--- config.mk ---
export PLATFORM = sky130hd
export DESIGN_NAME = s_mem_arbiter
export DESIGN_NICKNAME = d
export VERILOG_FILES = /design/src/rtl/ksa_pkg.sv /design/src/rtl/rr_pick.sv /design/src/rtl/s_mem_arbiter.sv
export SDC_FILE = /design/constraint.sdc
export NUM_CORES = 1
export LEC_CHECK = 0
export CORE_ASPECT_RATIO = 2
export CORE_MARGIN = 2
export CORE_UTILIZATION = 30
export DETAILED_ROUTE_END_ITERATION = 8
export GPL_TIMING_DRIVEN = 0
export HOLD_SLACK_MARGIN = 0.02
export PLACE_DENSITY = 0.84
export SLEW_MARGIN = 25
export SYNTH_ARGS = -nofsm -noshare
export SYNTH_HDL_FRONTEND = slang
export SYNTH_SLANG_ARGS = --single-unit
--- constraint.sdc ---
create_clock -name CLOCK_50 -period 3.8 [get_ports CLOCK_50]
set_input_delay 0.38 -clock CLOCK_50 [delete_from_list [all_inputs] [get_ports CLOCK_50]]
set_output_delay 0.38 -clock CLOCK_50 [all_outputs]
set_load 0.02 [all_outputs]
--- src/rtl/ksa_pkg.sv ---
// Shared widths, requester indices and arbiter state type for the RC4/KSA datapath.
package ksa_pkg;

    localparam int S_ADDR_W = 8;
    localparam int S_DATA_W = 8;

    localparam int REQ_INIT    = 0;
    localparam int REQ_SHUFFLE = 1;
    localparam int REQ_SREAD   = 2;
    localparam int REQ_DECRYPT = 3;

    typedef enum logic {
        ARB_IDLE,
        ARB_OWNED
    } arb_state_t;

endpackage

--- src/rtl/rr_pick.sv ---
// Combinational round-robin selector: first requester found searching from last+1, wrapping.
module rr_pick #(
    parameter int N_REQ = 4,
    localparam int IDX_W = $clog2(N_REQ)
) (
    input  logic [N_REQ-1:0] req,
    input  logic [IDX_W-1:0] last,
    output logic [IDX_W-1:0] winner,
    output logic             any
);

    int               idx;
    logic [IDX_W-1:0] idx_v;

    always_comb begin
        winner = '0;
        any    = 1'b0;
        idx    = 0;
        idx_v  = '0;
        for (int k = 1; k <= N_REQ; k++) begin
            // Explicit wrap keeps the index in range for non-power-of-2 N_REQ.
            idx = int'(last) + k;
            if (idx >= N_REQ) begin
                idx = idx - N_REQ;
            end
            idx_v = IDX_W'(idx);
            if (!any && req[idx_v]) begin
                winner = idx_v;
                any    = 1'b1;
            end
        end
    end

endmodule

--- src/rtl/s_mem_arbiter.sv ---
// Burst-granting round-robin arbiter for the single-port S memory, with a tagged
// read-valid pipeline that returns each read strobe to the requester that issued it.
module s_mem_arbiter
    import ksa_pkg::*;
#(
    parameter int N_REQ        = 4,
    parameter int ADDR_W       = S_ADDR_W,
    parameter int DATA_W       = S_DATA_W,
    parameter int READ_LATENCY = 1
) (
    input  logic                      CLOCK_50,
    input  logic                      reset_n,
    input  logic                      clear,
    input  logic [N_REQ-1:0]          req,
    input  logic [N_REQ*ADDR_W-1:0]   req_addr,
    input  logic [N_REQ*DATA_W-1:0]   req_wdata,
    input  logic [N_REQ-1:0]          req_wren,
    output logic [N_REQ-1:0]          gnt,
    output logic [N_REQ-1:0]          rd_valid,
    output logic [DATA_W-1:0]         rd_data,
    output logic                      busy,
    output logic [2:0]                owner_id,
    output logic [ADDR_W-1:0]         mem_addr,
    output logic [DATA_W-1:0]         mem_wdata,
    output logic                      mem_wren,
    input  logic [DATA_W-1:0]         mem_q
);

    localparam int IDX_W = $clog2(N_REQ);

    arb_state_t       state_q, state_d;
    logic [IDX_W-1:0] owner_q, owner_d;
    logic [IDX_W-1:0] last_q, last_d;
    logic [IDX_W-1:0] pick_last, pick_winner;
    logic             pick_any;
    logic             owned, owner_req, rd_push;

    logic             tag_v_q  [READ_LATENCY];
    logic [IDX_W-1:0] tag_id_q [READ_LATENCY];

    assign owned     = (state_q == ARB_OWNED);
    assign owner_req = owned && req[owner_q];
    assign rd_push   = owner_req && !req_wren[owner_q];

    // One selector serves both decisions: from IDLE search past last, on release past owner.
    assign pick_last = owned ? owner_q : last_q;

    rr_pick #(.N_REQ(N_REQ)) u_pick (
        .req    (req),
        .last   (pick_last),
        .winner (pick_winner),
        .any    (pick_any)
    );

    always_comb begin
        state_d = state_q;
        owner_d = owner_q;
        last_d  = last_q;
        if (clear) begin
            state_d = ARB_IDLE;
            owner_d = '0;
            last_d  = IDX_W'(N_REQ - 1);
        end else begin
            case (state_q)
                ARB_IDLE: begin
                    if (pick_any) begin
                        state_d = ARB_OWNED;
                        owner_d = pick_winner;
                    end
                end
                ARB_OWNED: begin
                    if (!req[owner_q]) begin
                        last_d = owner_q;
                        if (pick_any) begin
                            owner_d = pick_winner;
                        end else begin
                            state_d = ARB_IDLE;
                            owner_d = '0;
                        end
                    end
                end
            endcase
        end
    end

    always_ff @(posedge CLOCK_50 or negedge reset_n) begin
        if (!reset_n) begin
            state_q <= ARB_IDLE;
            owner_q <= '0;
            last_q  <= IDX_W'(N_REQ - 1);
        end else begin
            state_q <= state_d;
            owner_q <= owner_d;
            last_q  <= last_d;
        end
    end

    // Memory port is zeroed unless the owner is still holding req, so the release cycle cannot write.
    always_comb begin
        mem_addr  = '0;
        mem_wdata = '0;
        mem_wren  = 1'b0;
        if (owner_req) begin
            mem_addr  = req_addr[int'(owner_q)*ADDR_W +: ADDR_W];
            mem_wdata = req_wdata[int'(owner_q)*DATA_W +: DATA_W];
            mem_wren  = req_wren[owner_q];
        end
    end

    always_comb begin
        gnt = '0;
        if (owned) begin
            gnt[owner_q] = 1'b1;
        end
    end

    assign busy     = owned;
    assign owner_id = 3'(owner_q);

    always_ff @(posedge CLOCK_50 or negedge reset_n) begin
        if (!reset_n) begin
            for (int i = 0; i < READ_LATENCY; i++) begin
                tag_v_q[i]  <= 1'b0;
                tag_id_q[i] <= '0;
            end
        end else if (clear) begin
            for (int i = 0; i < READ_LATENCY; i++) begin
                tag_v_q[i]  <= 1'b0;
                tag_id_q[i] <= '0;
            end
        end else begin
            tag_v_q[0]  <= rd_push;
            tag_id_q[0] <= owner_q;
            for (int i = 1; i < READ_LATENCY; i++) begin
                tag_v_q[i]  <= tag_v_q[i-1];
                tag_id_q[i] <= tag_id_q[i-1];
            end
        end
    end

    // Tags travel independently of ownership, so a read outlives a handover.
    always_comb begin
        rd_valid = '0;
        if (tag_v_q[READ_LATENCY-1]) begin
            rd_valid[tag_id_q[READ_LATENCY-1]] = 1'b1;
        end
    end

    assign rd_data = mem_q;

endmodule

==> key figures, run 1 <==
Status
  – Status: finished clean

Synth
  – Top cells by area, synth: mux4_2, dfrtp_1, and3_1
  – Async set-or-reset flop fraction in the synthesized netlist: between 90% and 100%
  – Synth unique cells: 36
  – Post-synthesis adder-cell area fraction: 0%
  – Post-Syn Nets: 200
  – Sequential element share of the synthesized area: 16.8%
  – Mean Syn Cell Area: about 10 um2
  – Post-synth top area cell: mux4_2
  – Top FF cell, synth: dfrtp_1
  – #FFs+latches synth: 8
  – Post-synth top cells: and3_1, mux4_2, buf_4
  – Synth Area in Compound Gates: under 10%
  – Synth top area share: 33.5%
  – EDFF count, synth: 0
  – Largest family of logic cells by synthesized area: multiplexers
  – Synthesized cell area: 1210 um2
  – Mux contribution to synthesized area: roughly 40%
  – Top-count cell post-synth: and3_1
  – Cells after Synth: 117
  – Post-Synth XOR/XNOR Area: 1.45%
  – Yosys warns: 0
  – Simple-Gate Fraction of Synth Area: 22.0%

Worst setup path
  – Reg2reg start: owner_q[0]$_DFFE_PN0P_
  – Reg2Reg Setup Slack: 2.05 ns
  – Crit-path max FO: 10
  – RR Endpoint: owner_q[0]$_DFFE_PN0P_
  – Crit path launch type: input pin
  – Crit path capture type: output pin
  – CP required: between 3 and 4 ns
  – Crit path arrival time: between 2 and 2.5 ns
  – Path depth of the worst reg2reg path: 6
  – Crit Path Category: input pin to output pin

STA
  – Max frequency: 350 MHz
  – Slew headroom: 63.6%
  – Period Utilization, post-route: between 70% and 80%
  – Unrepaired setup endpoints after global routing: no
  – Final TNS setup: 0 ns
  – Final setup viols: 0
  – Skew final: 0.000684 ns
  – Period minus WS final: 2.86 ns
  – Max Transition Viols Final: 0
  – Worst Tran Pin Value: 0.547 ns
  – Final hold violation count: 0

Pwr
  – Gate power share: 66.4%
  – Static leakage: 0.984 nW
  – Peak supply drop: roughly 0.14 mV
  – Clk pwr share: 16.6%
  – Sw Ratio: between 30% and 40%
  – Power Dens Cells: around 260 nW/um2
  – P_sw: 0.000215 W
  – Int Pwr: between 0.0004 and 0.0005 W
  – Sequential power share: 17.0%

Global routing
  – GRT busiest layer: met2
  – GRT met1 Usage: around 22%
  – Total track usage: 20.3%
  – Initial antenna violation count: 0
  – Total gr overflow: 0
  – M3 GR Usage: ~3.2%
  – Met2 Track Usage GR: 38.4%
  – Pin count of the biggest net entering global routing: 11
  – First-pass GRT wire length: just over 7 mm
  – Vias in the first global route: 1423

Clock network
  – H-tree depth: 1
  – Clock root cell: clkbuf_8
  – Reg clk slew, reported paths: 0.04 ns
  – Longest Clk Path Bufs: 2
  – Setup bufs post-CTS: 0
  – CTS sink count: 8
  – Hold_buf cts: 0
  – CTS tree: built
  – Worst-Skew Late Latency: 0.22 ns
  – Num CTS Buffers: 3
  – CTS-repair resized insts: 0

Floorplan
  – Die H: 93.8 um
  – IO Pins: 120
  – Area of the core: 3840 um2
  – Die Wd: around 49 um
  – FP Rows: 32
  – Initial Utilization: 31.4%
  – Full die area: 4580 um2

Placement
  – Final HPWL DP: 3.87 mm
  – Port Buffers: 110
  – Post-Place Cells: 278
  – Final RePlAce weighted congestion: 0.944

Cells and area
  – Nets@finish: 315
  – N_diodes: 0
  – Area growth syn-to-layout: 100%
  – Proportion of layout cells with a drive suffix above 1: between 10% and 20%
  – Post-Layout Cell Count: 282

Run
  – Max_cap viols: 0

Drt
  – # DRC: 0
  – Drt initial violations: 20
  – WL final: 4.54 mm
  – Post-route ant nets: 0
  – WL per Instance: 16.1 um
  – DR pass1 iterations: 4
  – Via count: approximately 1400
  – Vias per std cell: 5.07

Worst hold path
  – Hold WC Path Type: input pin to async pin
-- per-layer routing --
layer,share of wire [%],wire length [um]
met5,0,0
met4,3.6,161
met3,6.2,282
met2,55,2510
met1,35,1590
-- cell families (layout without fill, tap and decap cells) --
kind of cell / after synthesis / count (layout)
other: 1 / 1
xor gates and xnor gates: 2 / 2
AOI/OAI and AO/OA: 13 / 13
DFF: 8 / 8
and+or+nand+nor: 45 / 45
muxes: 26 / 26
buffers and inverters: 22 / 136
-- placed cells by master, fill, tap and decap left out, drive strengths merged, types with 2 or more instances in the layout --
| master | instances |
|---|---|
| clkdlybuf4s50 | 110 |
| and3 | 20 |
| mux4 | 18 |
| buf | 17 |
| clkbuf | 8 |
| nand2 | 7 |
| mux2i | 6 |
| dfrtp | 6 |
| nor2 | 4 |
| nor2b | 4 |
| o21ai | 4 |
| a21oi | 3 |
| nand2b | 3 |
| nor3b | 2 |
| xor2 | 2 |
| dfstp | 2 |
| mux2 | 2 |
-- worst max-delay path by stage --
stage,slack [ns],end,depth (start not counted),from
3_3_place_gp,0.95,mem_wdata[5],6,req[1]
5_1_grt,0.88,mem_wdata[6],6,req[1]
6_report,0.94,mem_wdata[5],6,req[1]
4_1_cts,0.93,mem_wdata[5],6,req[1]
2_1_floorplan,1.71,mem_addr[0],4,owner_q[0]$_DFFE_PN0P_
3_5_place_dp,0.94,mem_wdata[5],6,req[1]
-- worst max-delay path, stage by stage --
cell             delay [ns]
clkdlybuf4s50_1        0.53
mux4_2                 0.52
buf_6                  0.16
buf_2                  0.17
and3_1                 0.17
clkdlybuf4s50_1        0.54
-- through the flow --
step | utilization, % | hold WS (ns) | worst slack (ns) | cell area [um2] | power (W)
floorplan | - | 0.0844 | 1.71 | 1210 | 0.000348
global placement | 61.8 | 0.562 | 0.950 | 2370 | 0.000525
detailed placement | 61.8 | 0.572 | 0.938 | 2370 | 0.000530
CTS | 62.9 | 0.439 | 0.934 | 2420 | 0.000638
global route | 62.9 | 0.461 | 0.884 | 2420 | 0.000671
finish | 62.9 | 0.427 | 0.943 | 2420 | 0.000632
-- flip-flops by register name, indices dropped and copies added (netlist names) --
name,cells
last_q,2
tag_v_q,1
owner_q,2
busy,1
tag_id_q,2
-- layout make-up --
| type | instances | area [um2] |
|---|---|---|
| well taps | 51 | 63.8 |
| fillers | 322 | 1430 |
| flip-flops and latches | 8 | 203 |
| repair buffers | 110 | 1100 |
| plain buffers | 21 | 134 |
| multi-input cells | 87 | 868 |
| inverters | 1 | 3.75 |
| clock buffers | 4 | 45.0 |
-- power by group through the flow --
stage          Sequential (W)  Combinational (W)  Clock [W]
2_1_floorplan        0.000111           0.000238          0
3_3_place_gp         0.000108           0.000417          0
3_5_place_dp         0.000108           0.000422          0
4_1_cts              0.000108           0.000424   0.000107
5_1_grt              0.000108           0.000449   0.000113
6_report             0.000107           0.000420   0.000105
(Power assumes the default switching activity.)
==> inputs of run 2 (changes only) <==
--- a/config.mk
+++ b/config.mk
@@ -7,11 +7,11 @@
 export LEC_CHECK = 0
 export CORE_ASPECT_RATIO = 2
 export CORE_MARGIN = 2
-export CORE_UTILIZATION = 30
+export CORE_UTILIZATION = 27
 export DETAILED_ROUTE_END_ITERATION = 8
 export GPL_TIMING_DRIVEN = 0
 export HOLD_SLACK_MARGIN = 0.02
-export PLACE_DENSITY = 0.84
+export PLACE_DENSITY = 0.8
 export SLEW_MARGIN = 25
 export SYNTH_ARGS = -nofsm -noshare
 export SYNTH_HDL_FRONTEND = slang
==> constraint.sdc (replaced) <==
create_clock -name CLOCK_50 -period 2.3 [get_ports CLOCK_50]
set_input_delay 0.23 -clock CLOCK_50 [delete_from_list [all_inputs] [get_ports CLOCK_50]]
set_output_delay 0.23 -clock CLOCK_50 [all_outputs]
set_load 0.02 [all_outputs]
==> run 2 against run 1 <==
  * Clock skew up 0.0077 ns
  * Routed wire length up 4.7%
  * Sequential share of layout area fell by 0.052 points
  * Worst hold slack got worse by 0.15 ns
  * Largest cell class unchanged
  * Largest power group unchanged
==> key figures, run 2 (synthesis results as in run 1) <==
Status
  – Status: finished clean

Drt
  – Post-route ant nets: 0
  – DR pass1 iterations: 4
  – WL final: 4.75 mm
  – # DRC: 0
  – Drt initial violations: 23
  – Vias per std cell: roughly 5.0
  – Via count: 1442
  – WL per Instance: 16.5 um

STA
  – Period Utilization, post-route: 96.4%
  – Final hold violation count: 0
  – Skew final: 0.00838 ns
  – Max Transition Viols Final: 0
  – Period minus WS final: 2.22 ns
  – Final setup viols: 0
  – Max frequency: between 400 and 500 MHz
  – Unrepaired setup endpoints after global routing: no

Cells and area
  – Final instance area: about 2400 um2
  – Post-Layout Cell Count: 288
  – Nets@finish: 318
  – Most frequent cells in the layout: clkdlybuf4s50_1, and3_1, mux4_2, buf_4, buf_2
  – Registers with the most flip-flops: last_q: 2 flops, owner_q: 2 flops, tag_id_q: 2 flops
  – Area growth syn-to-layout: 101%
  – # fillers: between 400 and 500
  – N_diodes: 0
  – Final core utilization: a little under three fifths
  – Most common cell after layout, fill and taps aside: clkdlybuf4s50_1
  – Proportion of layout cells with a drive suffix above 1: between 20% and 30%

Global routing
  – First-pass GRT wire length: between 7 and 8 mm
  – Initial antenna violation count: 0
  – Pin count of the biggest net entering global routing: 11
  – Total gr overflow: 0
  – Total track usage: 18.5%
  – Vias in the first global route: ~1500

Pwr
  – Static leakage: 1.10 nW
  – Sequential power share: 16.9%
  – Gate power share: roughly two thirds
  – Peak supply drop: 0.281 mV
  – P_sw: 0.000368 W
  – Clk pwr share: 16.5%
  – Sw Ratio: 34.7%
  – Int Pwr: 0.000691 W
  – Power Dens Cells: 435 nW/um2

Run
  – Max_cap viols: 0

Worst setup path
  – Path depth of the worst reg2reg path: 6
  – Reg2Reg Setup Slack: 0.62 ns
  – Crit path arrival time: between 1.5 and 2 ns
  – Crit path launch type: register
  – CP required: 2.07 ns
  – Crit path capture type: output pin
  – Reg2reg start: owner_q[0]$_DFFE_PN0P_
  – Crit Path Category: register to output pin
  – Crit-path max FO: 10
  – RR Endpoint: owner_q[0]$_DFFE_PN0P_

Clock network
  – Num CTS Buffers: 3
  – Reg clk slew, reported paths: 0.05 ns
  – Longest Clk Path Bufs: 2
  – CTS tree: built
  – H-tree depth: 1
  – Clock root cell: clkbuf_8
  – CTS sink count: 8
  – Worst-Skew Late Latency: roughly 0.23 ns

Placement
  – Final HPWL DP: 4.02 mm
  – Post-DP Area: 2380 um2
  – Port Buffers: 110
  – Final RePlAce weighted congestion: about 0.79
  – Post-Place Cells: 281

Floorplan
  – Full die area: 5060 um2
  – Die Wd: about 50 um
  – Area of the core: ~4300 um2
  – Die H: just under 100 um
  – FP Rows: 34
  – IO Pins: 120
  – Initial Utilization: 27.9%

Worst hold path
  – Hold WC Path Type: input pin to async pin
-- run 2: metal layers --
metal  vias up  part of all wire, %  track usage (%)
met3        10                  6.5             3.33
li1        673                    -                -
met5         -                    0                0
met2        73                   58             37.2
met4         0                  1.8             6.28
met1       686                   33             17.6
-- run 2: per-stage QoR --
stage | setup WS (ns) | hold slack [ns] | setup TNS, ns | total power, W
global placement | -0.242 | 0.520 | -2.84 | 0.000867
detailed placement | -0.258 | 0.520 | -3.15 | 0.000883
global route | 0.00329 | 0.308 | 0 | 0.00112
CTS | 0.000401 | 0.284 | 0 | 0.00108
finish | 0.0833 | 0.280 | 0 | 0.00106
floorplan | 0.362 | -0.0656 | 0 | 0.000575
-- run 2: power groups by stage --
stage | Clock (W) | Combinational, W | Sequential, W
floorplan | 0 | 0.000393 | 0.000183
global route | 0.000190 | 0.000754 | 0.000180
global placement | 0 | 0.000689 | 0.000178
detailed placement | 0 | 0.000704 | 0.000179
CTS | 0.000179 | 0.000717 | 0.000179
finish | 0.000175 | 0.000705 | 0.000179
-- run 2: critical path, cell delays in order, from the launching register on --
cell and delay (ns):
dfrtp_1 0.39, buf_6 0.13, buf_4 0.11, buf_8 0.15, mux4_2 0.50, and3_1 0.19, clkdlybuf4s15_1 0.29
-- run 2: what timing repair did --
item	4_1_cts	5_1_grt
resized for setup	47	15
buffers inserted	3	1
hold buffers	0	0
endpoints found under the setup margin	20	12
-- run 2: final cells by class --
| cell class | count | area (um2) | share of cell area [%] |
|---|---|---|---|
| buffer | 20 | 153 | 6.27 |
| tap | 54 | 67.6 | 2.78 |
| timing repair buffer | 114 | 1090 | 44.9 |
| sequential | 8 | 203 | 8.33 |
| multi-input combinational | 87 | 868 | 35.7 |
| clock buffer | 4 | 45.0 | 1.85 |
| inverter | 1 | 3.75 | 0.154 |
-- run 2: worst max-delay path by stage --
| stage | start | cells past startpoint | endpoint | slack [ns] |
|---|---|---|---|---|
| 6_report | owner_q[0]$_DFFE_PN0P_ | 6 | mem_wdata[3] | 0.08 |
| 5_1_grt | busy$_DFF_PN0_ | 4 | gnt[3] | 0.003 |
| 4_1_cts | owner_q[0]$_DFFE_PN0P_ | 6 | mem_addr[3] | 0.0004 |
| 3_5_place_dp | req[1] | 6 | mem_addr[3] | -0.26 |
| 3_3_place_gp | req[1] | 6 | mem_addr[2] | -0.24 |
| 2_1_floorplan | owner_q[0]$_DFFE_PN0P_ | 4 | mem_addr[0] | 0.36 |
==> patch 1 (config.mk and constraints of run 2) <==
Set the package constant `S_DATA_W` to 12 (it was 8).
--- a/src/rtl/ksa_pkg.sv
+++ b/src/rtl/ksa_pkg.sv
@@ -2,7 +2,7 @@
 package ksa_pkg;
 
     localparam int S_ADDR_W = 8;
-    localparam int S_DATA_W = 8;
+    localparam int S_DATA_W = 12;
 
     localparam int REQ_INIT    = 0;
     localparam int REQ_SHUFFLE = 1;
Ports: changed (resized mem_q, mem_wdata, rd_data and req_wdata); port bits go from 120 to 148. No check against the original RTL was run, so the function may have changed too.
==> patch 1 against run 2 <==
Sequential cell count unchanged. Power rose by 7.0%. Critical path depth decreased by 1. Area after synthesis grew 11%. Final area increased by 16%. Routed wire length grew 17%. Clock skew shrank 0.0076 ns. Synthesized cell count rose by 9.4%. Count of clock-buffer cells in the layout unchanged. Global-route usage grew 0.97 points. Setup slack better by 0.0023 ns. Critical endpoint is now mem_addr[1]. Largest cell class unchanged.
==> patch 1: results (changes against run 2) <==
| Metric | Value |
|---|---|
| Metal2 WL | 3070 um (+11%) |
| Worst Reg-to-Reg Cells | 4 (-2) |
| Placed Cells | 319 (+14%) |
| Layout non-clock buf frac | 54.4% (+3.2 points) |
| Seq/total area | 7.18% (-1.2 points) |
| Number of non-clock inverters in the layout | 4 (+3) |
| GRT Total Usage | 19.5% (+0.97 points) |
| Maximum clock rate | 0.452 GHz (+0.11%) |
| Wire per inst | 16.9 um (+2.6%) |
| Largest stage delay, worst path | 0.56 ns (+0.06 ns) |
| DP HPWL | 4710 um (+17%) |
| Setup crit end | mem_addr[1] |
| Synthesized Nets | 231 (+16%) |
| Worst flop-to-flop path startpoint | busy |
| Wl on met1 | 1640 um (+3.7%) |
| Reg-to-reg slack, setup | 0.44 ns (-0.18 ns) |
| Post-Route WL | 5530 um (+17%) |
| DRT iter0 DRCs | 35 (+52%) |
| Final cell utilization of the core | 58.6% (+2.5 points) |
| Nets | 374 (+18%) |
| Via count | 1660 (+15%) |
| Met3 global-route usage | 4.32% (+0.99 points) |
| Number of multi-input logic gates | 92 (+5.7%) |
| First-pass GRT wire length | 8060 um (+14%) |
| Outcome | finished clean |
| Bufs w/o clock | 162 (+21%) |
| Fill cell count | 433 (+3.8%) |
| Max IR drop VDD | 0.307 mV (+9.3%) |
| Number of port buffers | 134 (+22%) |
| Layout cell share with drive strength beyond 1 | 19.6% (-6.9 points) |
| Final clock-cell share | 1.60% (-0.26 points) |
| Post-synthesis cell type count | 34 (-5.6%) |
-- patch 1: cell count changes after synthesis, moves of 4 or more --
cell	before	now
and3_1	20	25
mux4_1	0	4
nor2_1	4	8
buf_4	9	14
-- patch 1: timing repair --
action | CTS | global route
setup buffers | 5 | 0
hold buffers | 0 | 0
setup endpoints to repair | 21 | 21
resized for setup | 24 | 6
-- patch 1: cells by family after synthesis --
family / count (synthesis) / synth area share (%)
AO/OA/AOI/OAI: 15 / 8.01
XOR/XNOR: 2 / 1.30
buffers and inverters: 28 / 13.6
flip-flops: 8 / 15.1
multiplexers: 27 / 42.1
other: 1 / 0.279
AND/OR/NAND/NOR: 47 / 19.6
-- patch 1: power breakdown --
group / leakage [nW] / switching [mW] / internal [mW] / total, mW
clock: 0.0228 / 0.0540 / 0.120 / 0.174
sequential: 0.100 / 0.0208 / 0.161 / 0.182
combinational: 1.15 / 0.315 / 0.462 / 0.777
total: 1.28 / 0.390 / 0.743 / 1.13
==> patch 2 (config.mk and constraints of run 2) <==
Without the edit above. Reset style: synchronous (`reset_n`), changed in 2 clocked blocks.
--- a/src/rtl/s_mem_arbiter.sv
+++ b/src/rtl/s_mem_arbiter.sv
@@ -83,7 +83,7 @@
         end
     end
 
-    always_ff @(posedge CLOCK_50 or negedge reset_n) begin
+    always_ff @(posedge CLOCK_50) begin
         if (!reset_n) begin
             state_q <= ARB_IDLE;
             owner_q <= '0;
@@ -117,7 +117,7 @@
     assign busy     = owned;
     assign owner_id = 3'(owner_q);
 
-    always_ff @(posedge CLOCK_50 or negedge reset_n) begin
+    always_ff @(posedge CLOCK_50) begin
         if (!reset_n) begin
             for (int i = 0; i < READ_LATENCY; i++) begin
                 tag_v_q[i]  <= 1'b0;
Check against the original RTL: differs if reset_n is asserted again (counterexample within 4 cycles, from zero or initial values and one cycle with reset_n low); with reset_n held inactive, the same outputs for 10 cycles.
==> patch 2 against run 2 <==
Final area shrank 0.15%. Sequential cell count stayed put. Highest routed layer unchanged. Sequential power decreased by 11%. Setup slack lost 0.0088 ns. Routed wire length down 2.3%. Maximum frequency fell by 0.40%. Power decreased by 31%. Sequential share of layout area is 0.50 points lower. Area after synthesis fell by 1.2%.
==> patch 2: results (changes against run 2) <==
| Metric | Value |
|---|---|
| Placer Congestion | 0.906 (+14%) |
| Nets | 322 (+1.3%) |
| DP HPWL | 3920 um (-2.5%) |
| Yosys warnings | 0 (unchanged) |
| Worst clock skew | 0.00190 ns (-0.00649 ns) |
| Pleak | 1.04 nW (-4.9%) |
| Commonest cells in the netlist | 20 x and3_1, 18 x mux4_2, 10 x buf_4, 6 x nand2_1 |
| Max IR drop VDD | 0.217 mV (-23%) |
| GRT Total Usage | 18.9% (+0.37 points) |
| Worst flop-to-flop path startpoint | owner_q[0] |
| Clock-pin slew on the worst setup and hold paths | 0.04 ns |
| Layout cell share with drive strength beyond 1 | 20.2% (-6.3 points) |
| Synth area leaders | mux4_2 34%, and3_1 10%, dfxtp_1 8.4% |
| Fill cell count | 406 (-2.6%) |
| Number of global-route vias before repair | 1495 (+2.2%) |
| Number of port buffers | 110 (unchanged) |
| Post-synthesis cell type count | 33 (-8.3%) |
| Worst R2R End | owner_q[0] |
| H-tree depth | 1 (unchanged) |
| Outcome | finished clean |
| DRT iter0 DRCs | 20 (-13%) |
| First-pass GRT wire length | 7210 um (+1.5%) |
| Sw Pwr | 206 uW (-44%) |
| Vias/cell | 5.04 (+0.75%) |
| Hold slack | 0.556 ns (+0.276 ns) |
| Post-Route WL | 4640 um (-2.3%) |
| EDFF count, synth | 3 (+3) |
| Reg-to-reg slack, setup | 0.74 ns (+0.12 ns) |
| Worst min path class | flop to flop |
| Inserted Diodes | 0 (unchanged) |
| FFs w/ async S/R, synth | 0% (-100 points) |
| Worst Reg-to-Reg Cells | 5 (-1) |
| Pre-CTS setup slack | -0.205 ns (+0.0526 ns) |
| Area added between synthesis and finish | 104% |
## patch 2: power groups by stage
stage | registers (mW) | logic [mW] | clock network, mW
6_report | 0.159 | 0.388 | 0.182
5_1_grt | 0.159 | 0.415 | 0.191
4_1_cts | 0.159 | 0.384 | 0.179
3_5_place_dp | 0.161 | 0.390 | 0
3_3_place_gp | 0.161 | 0.385 | 0
2_1_floorplan | 0.164 | 0.183 | 0
## patch 2: cell families after synthesis
logic type | Yosys count | synth area share (%)
AO/OA/AOI/OAI | 13 | 7.34
flip-flops | 8 | 15.9
other | 2 | 0.629
XOR/XNOR | 1 | 0.734
buffers and inverters | 22 | 12.5
AND/OR/NAND/NOR | 50 | 24.7
multiplexers | 22 | 38.2
## patch 2: what timing repair did
item | 4_1_cts | 5_1_grt
setup endpoints to repair | 17 | 4
pin swaps | 0 | 0
buffers inserted | 0 | 4
gates resized for setup | 20 | 2
## patch 2: layout make-up
cell class / instances / area share (%)
multi-input cells: 90 / 35.5
plain buffers: 20 / 6.13
repair buffers: 114 / 45.6
clock buffers: 4 / 1.85
well taps: 54 / 2.78
inverters: 2 / 0.309
flip-flops and latches: 8 / 7.83
## patch 2: worst max-delay path by stage
stage | startpoint | endpoint | slack, ns | cells after the start
after floorplan | owner_q[0] | mem_addr[0] | 0.48 | 4
after global placement | req[3] | mem_addr[1] | -0.20 | 5
after detailed placement | req[3] | mem_addr[4] | -0.21 | 5
after CTS | owner_q[0] | mem_addr[4] | 0.05 | 5
after global routing | req[1] | mem_addr[1] | 0.04 | 5
final | req[1] | mem_addr[4] | 0.07 | 5
## patch 2: routing by layer
metal  track usage, %  vias up  wire length, um
met3             1.83       15              264
li1                 -      683                -
met1             20.5      686             1670
met2             34.9       89             2520
met4             8.73        0              189
met5                0        -                0
## patch 2: worst max-delay path, stage by stage
cell	delay, ns
clkdlybuf4s50_1	0.52
mux4_2	0.55
buf_2	0.20
and3_1	0.17
dlygate4sd2_1	0.33
## patch 2: through the flow
stage | std cells | TNS [ns]
floorplan | 120 | 0
global placement | 284 | -2.96
detailed placement | 284 | -2.83
CTS | 288 | 0
global route | 292 | 0
finish | 292 | 0
